File: config.mk
export PLATFORM = sky130hd
export DESIGN_NAME = mux_sel_pipe_flat
export DESIGN_NICKNAME = d
export VERILOG_FILES = /design/src/rtl/mux_sel_pipe_if.sv /design/src/rtl/mux_sel_pipe.sv /design/src/flat_wrapper.sv
export SDC_FILE = /design/constraint.sdc
export NUM_CORES = 1
export LEC_CHECK = 0
export CAP_MARGIN = 20
export CORE_UTILIZATION = 48
export CTS_CLUSTER_DIAMETER = 200
export DETAILED_ROUTE_END_ITERATION = 12
export PLACE_DENSITY = 0.81
export SYNTH_ARGS = -nofsm -noshare
export SYNTH_HDL_FRONTEND = slang
export SYNTH_SLANG_ARGS = --single-unit
File: constraint.sdc
create_clock -name clk -period 3.5 [get_ports clk]
set_input_delay 0.7 -clock clk [delete_from_list [all_inputs] [get_ports clk]]
set_output_delay 0.7 -clock clk [all_outputs]
set_load 0.01 [all_outputs]
File: src/rtl/mux_sel_pipe_if.sv
// mux_sel_pipe_if: input offer and output word handshake bundle for mux_sel_pipe
interface mux_sel_pipe_if #(
  parameter int WIDTH  = 5,
  parameter int NUM_IN = 4
);
  localparam int SEL_W = (NUM_IN <= 2) ? 1 : $clog2(NUM_IN);
  logic [NUM_IN*WIDTH-1:0] in_bus;
  logic [SEL_W-1:0]        in_sel;
  logic                    in_valid;
  logic                    in_ready;
  logic [WIDTH-1:0]        out_data;
  logic [SEL_W-1:0]        out_sel;
  logic                    out_err;
  logic                    out_valid;
  logic                    out_ready;
  modport slave (
    input  in_bus, in_sel, in_valid, out_ready,
    output in_ready, out_data, out_sel, out_err, out_valid
  );
  modport master (
    output in_bus, in_sel, in_valid, out_ready,
    input  in_ready, out_data, out_sel, out_err, out_valid
  );
endinterface

File: src/rtl/mux_sel_pipe.sv
// mux_sel_pipe: N-way registered select mux with valid/ready and a 1-entry skid buffer
module mux_sel_pipe #(
  parameter int WIDTH  = 5,
  parameter int NUM_IN = 4
) (
  input logic            clk,
  input logic            rst_n,
  mux_sel_pipe_if.slave  bus
);
  localparam int SEL_W = (NUM_IN <= 2) ? 1 : $clog2(NUM_IN);
  localparam int W = WIDTH + SEL_W + 1;
  localparam logic [SEL_W:0] NUM_L = (SEL_W + 1)'(NUM_IN);
  typedef enum logic [1:0] {EMPTY, HALF, FULL} state_t;
  state_t state_q, state_d;
  logic [W-1:0] o_q, o_d, s_q, s_d, nw;
  logic [WIDTH-1:0] word;
  logic in_ready_q, in_ready_d, out_valid_q, out_valid_d, acc, con;
  // resolve the offered select into a tagged word {err, sel, data}; out-of-range selects give zero data
  always_comb begin
    word = '0;
    for (int k = 0; k < NUM_IN; k++)
      word = (bus.in_sel == k[SEL_W-1:0]) ? bus.in_bus[k*WIDTH +: WIDTH] : word;
    nw = {~({1'b0, bus.in_sel} < NUM_L), bus.in_sel, word};
  end
  // occupancy state machine: O is the output register, S catches the word that arrives while O is stalled
  always_comb begin
    acc = bus.in_valid & in_ready_q;
    con = out_valid_q & bus.out_ready;
    state_d = state_q;
    o_d = o_q;
    s_d = s_q;
    case (state_q)
      EMPTY: begin
        o_d = acc ? nw : o_q;
        state_d = acc ? HALF : EMPTY;
      end
      HALF: begin
        o_d = (acc & con) ? nw : o_q;
        s_d = (acc & ~con) ? nw : s_q;
        state_d = (acc & ~con) ? FULL : (~acc & con) ? EMPTY : HALF;
      end
      FULL: begin
        o_d = con ? s_q : o_q;
        state_d = con ? HALF : FULL;
      end
      default: state_d = EMPTY;
    endcase
    in_ready_d = state_d != FULL;
    out_valid_d = state_d != EMPTY;
  end
  // all state and every output is a flop; reset discards any buffered words
  always_ff @(posedge clk or negedge rst_n) begin
    if (!rst_n) begin
      state_q     <= EMPTY;
      o_q         <= '0;
      s_q         <= '0;
      in_ready_q  <= 1'b1;
      out_valid_q <= 1'b0;
    end else begin
      state_q     <= state_d;
      o_q         <= o_d;
      s_q         <= s_d;
      in_ready_q  <= in_ready_d;
      out_valid_q <= out_valid_d;
    end
  end
  assign bus.out_data  = o_q[WIDTH-1:0];
  assign bus.out_sel   = o_q[WIDTH +: SEL_W];
  assign bus.out_err   = o_q[W-1];
  assign bus.in_ready  = in_ready_q;
  assign bus.out_valid = out_valid_q;
endmodule
File: src/flat_wrapper.sv
// flat-port wrapper written by rule: the top's interface ports become plain ports
module mux_sel_pipe_flat 
#(
  parameter int WIDTH  = 5,
  parameter int NUM_IN = 4
)
  (clk, rst_n, bus_in_bus, bus_in_sel, bus_in_valid, bus_out_ready, bus_in_ready, bus_out_data, bus_out_sel, bus_out_err, bus_out_valid);
  mux_sel_pipe_if #(.WIDTH(WIDTH), .NUM_IN(NUM_IN)) bus_i ();
  input logic clk;
  input logic rst_n;
  input wire logic [$bits(bus_i.in_bus)-1:0] bus_in_bus;
  input wire logic [$bits(bus_i.in_sel)-1:0] bus_in_sel;
  input wire logic [$bits(bus_i.in_valid)-1:0] bus_in_valid;
  input wire logic [$bits(bus_i.out_ready)-1:0] bus_out_ready;
  output wire logic [$bits(bus_i.in_ready)-1:0] bus_in_ready;
  output wire logic [$bits(bus_i.out_data)-1:0] bus_out_data;
  output wire logic [$bits(bus_i.out_sel)-1:0] bus_out_sel;
  output wire logic [$bits(bus_i.out_err)-1:0] bus_out_err;
  output wire logic [$bits(bus_i.out_valid)-1:0] bus_out_valid;
  assign bus_i.in_bus = bus_in_bus;
  assign bus_i.in_sel = bus_in_sel;
  assign bus_i.in_valid = bus_in_valid;
  assign bus_i.out_ready = bus_out_ready;
  assign bus_in_ready = bus_i.in_ready;
  assign bus_out_data = bus_i.out_data;
  assign bus_out_sel = bus_i.out_sel;
  assign bus_out_err = bus_i.out_err;
  assign bus_out_valid = bus_i.out_valid;
  mux_sel_pipe #(.WIDTH(WIDTH), .NUM_IN(NUM_IN)) u_core (.clk(clk), .rst_n(rst_n), .bus(bus_i));
endmodule
==> results of run 1 <==
==> registers in the layout (all words and copies together) (netlist names) <==
name / count
u_core.state_q: 2
u_core.o_q: 7
u_core.s_q: 7
u_core.bus.in_ready: 1
u_core.bus.out_valid: 1
==> synthesized netlist by cell type (5+ instances only) <==
cell	instances
sky130_fd_sc_hd__a21oi_1	5
sky130_fd_sc_hd__a311oi_1	5
sky130_fd_sc_hd__and2_1	5
sky130_fd_sc_hd__dfrtp_1	17
sky130_fd_sc_hd__mux2_2	7
sky130_fd_sc_hd__mux2_4	7
sky130_fd_sc_hd__mux2i_1	5
sky130_fd_sc_hd__nand2_1	9
sky130_fd_sc_hd__nor2_1	5
sky130_fd_sc_hd__nor2b_1	5
sky130_fd_sc_hd__nor3_1	5
sky130_fd_sc_hd__nor4_1	5
==> power groups by stage <==
stage | sequential [mW] | combinational [mW] | clock, mW
floorplan | 0.401 | 0.332 | 0
global placement | 0.383 | 0.502 | 0
detailed placement | 0.390 | 0.514 | 0
CTS | 0.385 | 0.515 | 0.136
global route | 0.399 | 0.555 | 0.144
finish | 0.386 | 0.514 | 0.134
==> critical path, stage by stage <==
cell                              delay, ps
sky130_fd_sc_hd__clkdlybuf4s50_1        730
sky130_fd_sc_hd__and2_1                 310
sky130_fd_sc_hd__nor4_1                 230
sky130_fd_sc_hd__a311oi_1               110
sky130_fd_sc_hd__mux2_4                 330
==> cell type report <==
type / instances / area, um2 / area share, %
clock buffer: 4 / 36.3 / 2.53
inverter: 1 / 3.75 / 0.262
multi-input combinational: 75 / 569 / 39.7
sequential: 18 / 452 / 31.5
tap: 27 / 33.8 / 2.35
timing repair buffer: 34 / 340 / 23.7
==> metal layers <==
metal	track usage [%]	up-vias	share of wire, %
li1	-	426	-
met1	26.1	412	43
met2	38.6	32	51
met3	5.61	6	4.1
met4	10.3	0	2.2
met5	0	-	0
==> worst max-delay path by stage <==
stage | startpoint | to | slack (ps) | cells past startpoint
3_3_place_gp | bus_in_sel[0] | u_core.o_q[1]$_DFFE_PN0P_ | 1010 | 5
2_1_floorplan | bus_in_valid | u_core.o_q[0]$_DFFE_PN0P_ | 1760 | 5
5_1_grt | bus_in_sel[0] | u_core.o_q[0]$_DFFE_PN0P_ | 1120 | 5
6_report | bus_in_sel[0] | u_core.o_q[1]$_DFFE_PN0P_ | 1290 | 5
3_5_place_dp | bus_in_sel[0] | u_core.o_q[1]$_DFFE_PN0P_ | 960 | 5
4_1_cts | bus_in_sel[0] | u_core.o_q[1]$_DFFE_PN0P_ | 1290 | 5
==> kinds of logic (layout without fill, tap and decap cells) <==
| kind of cell | count (synthesis) | after routing | share of synthesized area [%] |
|---|---|---|---|
| simple gates | 39 | 39 | 19.2 |
| other cells | 1 | 1 | 0.349 |
| compound gates | 16 | 16 | 11.6 |
| buf+inv | 8 | 39 | 5.00 |
| flops | 18 | 18 | 42.0 |
| mux | 19 | 19 | 21.8 |
==> through the flow <==
| stage | total power, mW | std cells | area (um2) | util (%) |
|---|---|---|---|---|
| finish | 1.03 | 159 | 1440 | 70.3 |
| global route | 1.10 | 159 | 1440 | 70.3 |
| CTS | 1.04 | 159 | 1440 | 70.3 |
| detailed placement | 0.905 | 155 | 1400 | 68.5 |
| global placement | 0.885 | 155 | 1400 | 68.5 |
| floorplan | 0.733 | 101 | 1070 | - |
==> summary by stage, run 1 <==
Status
The run finished with clean final reports.

Power
Across the VDD grid, the largest voltage drop is roughly 0.00054 V. Combinational logic is responsible for between 40% and 50% of the overall power. For this design the total switching power over the nets is 0.340 mW. Net switching is between 30% and 40% of the power. Registers are responsible for between 30 and 40% of the overall power.

The internal power summed over all cells is just under 0.7 mW. The clock network accounts for 12.9% of the total power. The total power per unit cell area is 720 nW/um2.

The total leakage power is a little over 0.6 nW.

Route
For this block, the routed nets add up to around 2400 um of wire. The routed layout has 876 vias. The pre-antenna-repair detailed-routing pass consisted of 4 iterations. Dividing the detail-routed wire length by the instance count gives about 15 um. The post-route antenna net violation count is 0.

The final routed DRC violation total is 0. The via density per instance is 5.51. After the first detailed-routing iteration, the DRC count stood at 10.

Global routing
The overall track demand over capacity in global routing is between 20% and 30%. The number of antenna violations at the first check in global routing is 0. For this run the aggregate overflow at the end of global routing stands at 0. Entering global routing, the biggest net connects 23 pins. The wire length of the first global-routing pass is approximately 4100 um. The number of global-route vias before repair came to about 900.

STA
Setup repair after global routing left no endpoint under its margin. Measured against its own limit, the worst slew margin works out to a little under half. After layout, the worst setup slack is 1290 ps.

The routed design could run at a clock period as short as approximately 2200 ps. The worst slack on hold paths is 518 ps. The worst-margin pin slew is 810 ps. The final number of hold-violating endpoints is 0.

Dividing the final minimum period by the clock period gives 63.1%. The final-layout setup total negative slack is 0 ps. Between clock sinks in the finished design, the worst skew comes to 2.96 ps.

The upper clock frequency limit is approximately 0.45 GHz. The final-report max-slew violation count is 0. Setup violations remaining at the end of the flow were counted as 0.

Critical path
The category of the most critical setup path is in2reg. The data arrival at the endpoint of the critical path is 2410 ps. The length in cells of the worst reg-to-reg path is 4.

The worst flop-to-flop path endpoint is u_core.o_q[6]$_DFFE_PN0P_. Of all nets on the critical path, the largest fanout is 17. The startpoint type of the worst setup path is an input pin. The worst register-to-register path begins at u_core.state_q[0]$_DFF_PN0_. The data required time of the critical path is ~3700 ps. The sort of element at the end of the critical path is a flop. The internal reg-to-reg setup slack is ~1800 ps.

Clock network
In this run, post-CTS repair resized a total of 0 instances. In this run the number of H-tree levels came out at 1. The longest clock path from root to sink contains 2 buffers. The CTS tree is built.

Counting the buffers created by CTS gives 3. The quantity of hold-fixing buffers added after cts is 0. The clock drives 18 sinks. The clock latency on the worst-skew pair is 300 ps. The root buffer selected by CTS is sky130_fd_sc_hd__clkbuf_4. Post-CTS timing repair inserted 0 buffers for setup. Clock-pin slew was measured on the worst setup and hold paths at 110 ps.

Placed design
Buffers placed on the I/O ports in this run total 34. At the end of routability-driven placement, the weighted congestion stood at 0.837. OpenSTA, run right after detailed placement, puts the worst setup slack at 963 ps. Summed over all nets, the half-perimeter wirelength after detailed placement is between 1500 and 2000 um.

Synthesis
The synthesized design spends more area on one cell type than any other, namely sky130_fd_sc_hd__dfrtp_1. The proportion of synthesized flip-flops having asynchronous set or reset is 100%. The cell area after technology mapping is 1070 um2. The net count after synthesis is around 130.

The number of different library cells used by synthesis comes to 29. The share of the yosys chip area belonging to registers is around 42%. In this run the biggest area consumer among cell types represents roughly two fifths of the synthesized area. The average cell area after synthesis is around 11 um2. For this run, the leading register cell type out of synthesis is sky130_fd_sc_hd__dfrtp_1.

Synthesis produced a netlist whose cell count is around 100. The count of yosys warnings during synthesis is 0. Yosys mapped a number of flops with a built-in enable equal to 0. By area the synthesized netlist is led by sky130_fd_sc_hd__dfrtp_1, sky130_fd_sc_hd__mux2_4, sky130_fd_sc_hd__mux2_2.

Synthesis inferred 18 register bits.

Floorplanning
After floorplanning, the core was sized to cover 2040 um2. The die is 49.3 um wide. The die height is around 49 um. The floorplan row count is 16. The starting utilization of the core area is a little over half. The number of ports placed on the die boundary is 36. The die area is between 2000 and 2500 um2.

Flow run
The max-capacitance violation count is 0.

Worst hold path
The worst hold path stage count is 1. The startpoint identified for the worst hold timing path is u_core.s_q[5]$_DFFE_PN0P_. For hold timing, the worst endpoint is u_core.s_q[5]$_DFFE_PN0P_. The worst hold path belongs to the class reg2reg.

Final layout
The ratio of cells with drive above 1 in the final layout is 17.4%. 0 antenna diodes ended up in the layout. The most common cell after layout, fill and taps aside is sky130_fd_sc_hd__clkdlybuf4s50_1. The final layout net count is between 150 and 200. The filler cells instantiated in the layout total about 160.

In the layout the commonest cells are sky130_fd_sc_hd__clkdlybuf4s50_1, sky130_fd_sc_hd__dfrtp_1, sky130_fd_sc_hd__nand2_1. From synthesis to final layout, the design area changed by 33.5%.
Power figures use the tool's default switching activity.
==> inputs of run 2 (changes only) <==
--- a/config.mk
+++ b/config.mk
@@ -6,10 +6,10 @@
 export NUM_CORES = 1
 export LEC_CHECK = 0
 export CAP_MARGIN = 20
-export CORE_UTILIZATION = 48
+export CORE_UTILIZATION = 40
 export CTS_CLUSTER_DIAMETER = 200
 export DETAILED_ROUTE_END_ITERATION = 12
-export PLACE_DENSITY = 0.81
+export PLACE_DENSITY = 0.71
 export SYNTH_ARGS = -nofsm -noshare
 export SYNTH_HDL_FRONTEND = slang
 export SYNTH_SLANG_ARGS = --single-unit
==> constraint.sdc (replaced) <==
create_clock -name clk -period 2 [get_ports clk]
set_input_delay 0.4 -clock clk [delete_from_list [all_inputs] [get_ports clk]]
set_output_delay 0.4 -clock clk [all_outputs]
set_load 0.01 [all_outputs]
==> run 2 against run 1 <==
  * Worst hold slack worse by 100 ps
  * Routed wire length down 13%
  * Non-clock buffer count up 3
  * Flip-flop and latch count unchanged
  * Die area up 19%
  * Sequential power up 74%
  * Register-to-register slack worse by 1500 ps
  * Highest routed layer unchanged
  * Clock power up 71%
  * Critical path depth down 4
==> summary by stage, run 2 (synthesis results as in run 1) <==
Placed design
The count of placed standard cells including taps came to 161 (+3.9%). The half-perimeter wire length after placement came to 1640 um (-7.1%). The final estimated routing congestion in global placement was 0.820 (-2.1%). The post-placement worst setup slack was 23.9 ps (-939 ps).

The number of port buffers is 34 (unchanged). The placed cell area is 1450 um2 (+3.7%).

Floorplanning
The core footprint is 2500 um2 (+22%). The starting utilization of the core area is 43.0% (-9.6 points). The die height was 53.8 um (+9.2%). The die span in x is 53.8 um (+9.2%). The floorplan row count is 18 (+2). The die area is 2900 um2 (+19%). The number of ports placed on the die boundary is 36 (unchanged).

Clock network
TritonCTS built the clock tree. The number of buffers created by CTS is 3 (unchanged). The tree is rooted in a sky130_fd_sc_hd__clkbuf_4.

The number of buffers inserted to repair setup after CTS is 0 (unchanged). The buffer depth of the longest clock path is 2 (unchanged). The total number of clock tree sinks is 18 (unchanged). The post-CTS resize count is 0 (unchanged). The quantity of hold-fixing buffers added after cts is 0 (unchanged). The clock-pin slew of the registers on the worst-case setup and hold paths is 110 ps (about the same). The clock latency on the worst-skew pair came to 290 ps (about the same). The number of levels in the clock H-tree is 1 (unchanged).

STA
Setup repair after global routing left no endpoint under its margin. The period utilization is between 80% and 90%. The headroom to the max-slew limit is 66.9% (+21 points). The worst-margin pin slew is 495 ps (-315 ps).

The final number of hold-violating endpoints is 0 (unchanged). The clock tree skew after final layout is 4.66 ps (+1.70 ps). The final-layout setup total negative slack is 0 ps (unchanged). Derived from the worst setup path, the maximum achievable clock frequency is 0.566 GHz. The least setup slack across all paths after layout is 233 ps (-1060 ps). The number of failing setup endpoints in the final timing report was 0 (unchanged). The final-report max-slew violation count is 0 (unchanged). The worst slack on hold paths is 417 ps (-101 ps). The final period demand of the worst path is 1770 ps.

Critical path
The critical path starts at u_core.bus.in_ready$_DFF_PN1_. Traced cell by cell, the critical path runs through clkdlybuf4s50_1. The peak fanout along the critical path came to 3 (-14).

The category of the most critical setup path is reg2out. The worst stage delay on the critical path is 550 ps (-180 ps). The data arrival at the endpoint of the critical path is 1370 ps (-1040 ps).

The launch instance of the worst register-to-register path is u_core.state_q[0]$_DFF_PN0_. The count of buffering cells on the critical path with inverters included was 1 (unchanged). The largest individual stage delay along the critical path comes from the cell sky130_fd_sc_hd__dfstp_2. The data required time of the critical path is 1600 ps (-2100 ps). The cell family contributing the most delay on the critical path is flip-flops.

The worst setup path is captured at a primary output. The worst setup path is launched from a flop.

Final layout
The final layout net count is 162 (+1.9%). Leaving out fill and tap cells, the most frequent cell in the layout is sky130_fd_sc_hd__clkdlybuf4s50_1. The post-layout instance count excluding filler cells is 165 (+3.8%). The layout overhead on the synthesized area is 38.3%.

The library cells used most frequently in the layout, excluding fill and tap cells, are sky130_fd_sc_hd__clkdlybuf4s50_1, sky130_fd_sc_hd__dfrtp_1, sky130_fd_sc_hd__nand2_1. The final antenna diode count is 0 (unchanged). The ratio of cells with drive above 1 in the final layout is 19.3% (+1.8 points). In the final layout, the registers with the most flip-flops are u_core.o_q x7, u_core.s_q x7, u_core.state_q x2. The final design instance area without fill is 1490 um2 (+3.6%). The end-of-flow core utilization is 59.5% (-11 points).

Route
The detailed-routing iteration count for the pre-antenna-repair pass is 4 (unchanged). The post-route antenna net violation count is 0 (unchanged). The sum of routed wire length over all layers is 2060 um (-13%).

The via count came to 871 (-0.57%). The number of DRC violations after detailed-routing iteration 0 was 14 (+4). The via density per instance was 5.28 (-4.2%). The final routed DRC violation total is 0 (unchanged).

The routed wirelength normalized by instance count is 12.5 um (-16%).

Worst hold path
The path class of the tightest hold or removal check is in2async.

Status
The run finished with clean final reports.

Global routing
The global-route congestion overflow total is 0 (unchanged). The overall track demand over capacity in global routing was 16.8% (-5.7 points). The number of global-route vias before repair is 802 (-10%). The number of antenna violations at the first check in global routing is 0 (unchanged). The wire length of the first global-routing pass is 3390 um (-17%).

The pin count of the biggest net entering global routing was 23 (unchanged).

Power
The worst IR drop on VDD is 0.000868 V (+61%). The total power per unit cell area is 1210 nW/um2 (+68%). The total leakage power is 0.640 nW (+3.8%). The final total power was 1.80 mW (+74%).

Flow run
The max-capacitance violation count was 0 (unchanged).
==> run 2: changes by cell type in the layout (fill, tap and decap cells not counted) <==
| cell | previous run | this run |
|---|---|---|
| sky130_fd_sc_hd__buf_12 | 0 | 2 |
| sky130_fd_sc_hd__buf_4 | 0 | 1 |
==> run 2: worst paths after layout <==
check / to / slack, ps / depth (start not counted)
worst max-delay path: bus_in_ready / 230 / 1
worst min-delay path: u_core.o_q[0]$_DFFE_PN0P_ / 420 / 2
worst max register to register: u_core.o_q[6]$_DFFE_PN0P_ / 330 / 4
worst min register to register: u_core.s_q[5]$_DFFE_PN0P_ / 520 / 1
max in group asynchronous: u_core.bus.in_ready$_DFF_PN1_ / 1330 / 2
min in group clk: u_core.s_q[5]$_DFFE_PN0P_ / 520 / 1
==> run 2: routing by layer <==
| layer | part of all wire (%) | global-route usage, % | vias to the layer above |
|---|---|---|---|
| met3 | 3.9 | 3.39 | 4 |
| li1 | - | - | 435 |
| met4 | 1.4 | 8.33 | 0 |
| met2 | 50 | 27.2 | 25 |
| met5 | 0 | 0 | - |
| met1 | 44 | 21.0 | 407 |
==> run 2: where the power goes <==
group | internal (mW) | switching (mW) | leakage, nW
clock | 0.111 | 0.118 | 0.0210
sequential | 0.557 | 0.116 | 0.211
combinational | 0.554 | 0.342 | 0.408
total | 1.22 | 0.576 | 0.640
==> run 2: layout make-up <==
cell class                      count  area (um2)
Fill cell                         212        1010
Multi-Input combinational cell     75         569
Sequential cell                    18         452
Timing Repair Buffer               37         388
Tap cell                           30        37.5
Clock buffer                        4        36.3
Inverter                            1        3.75
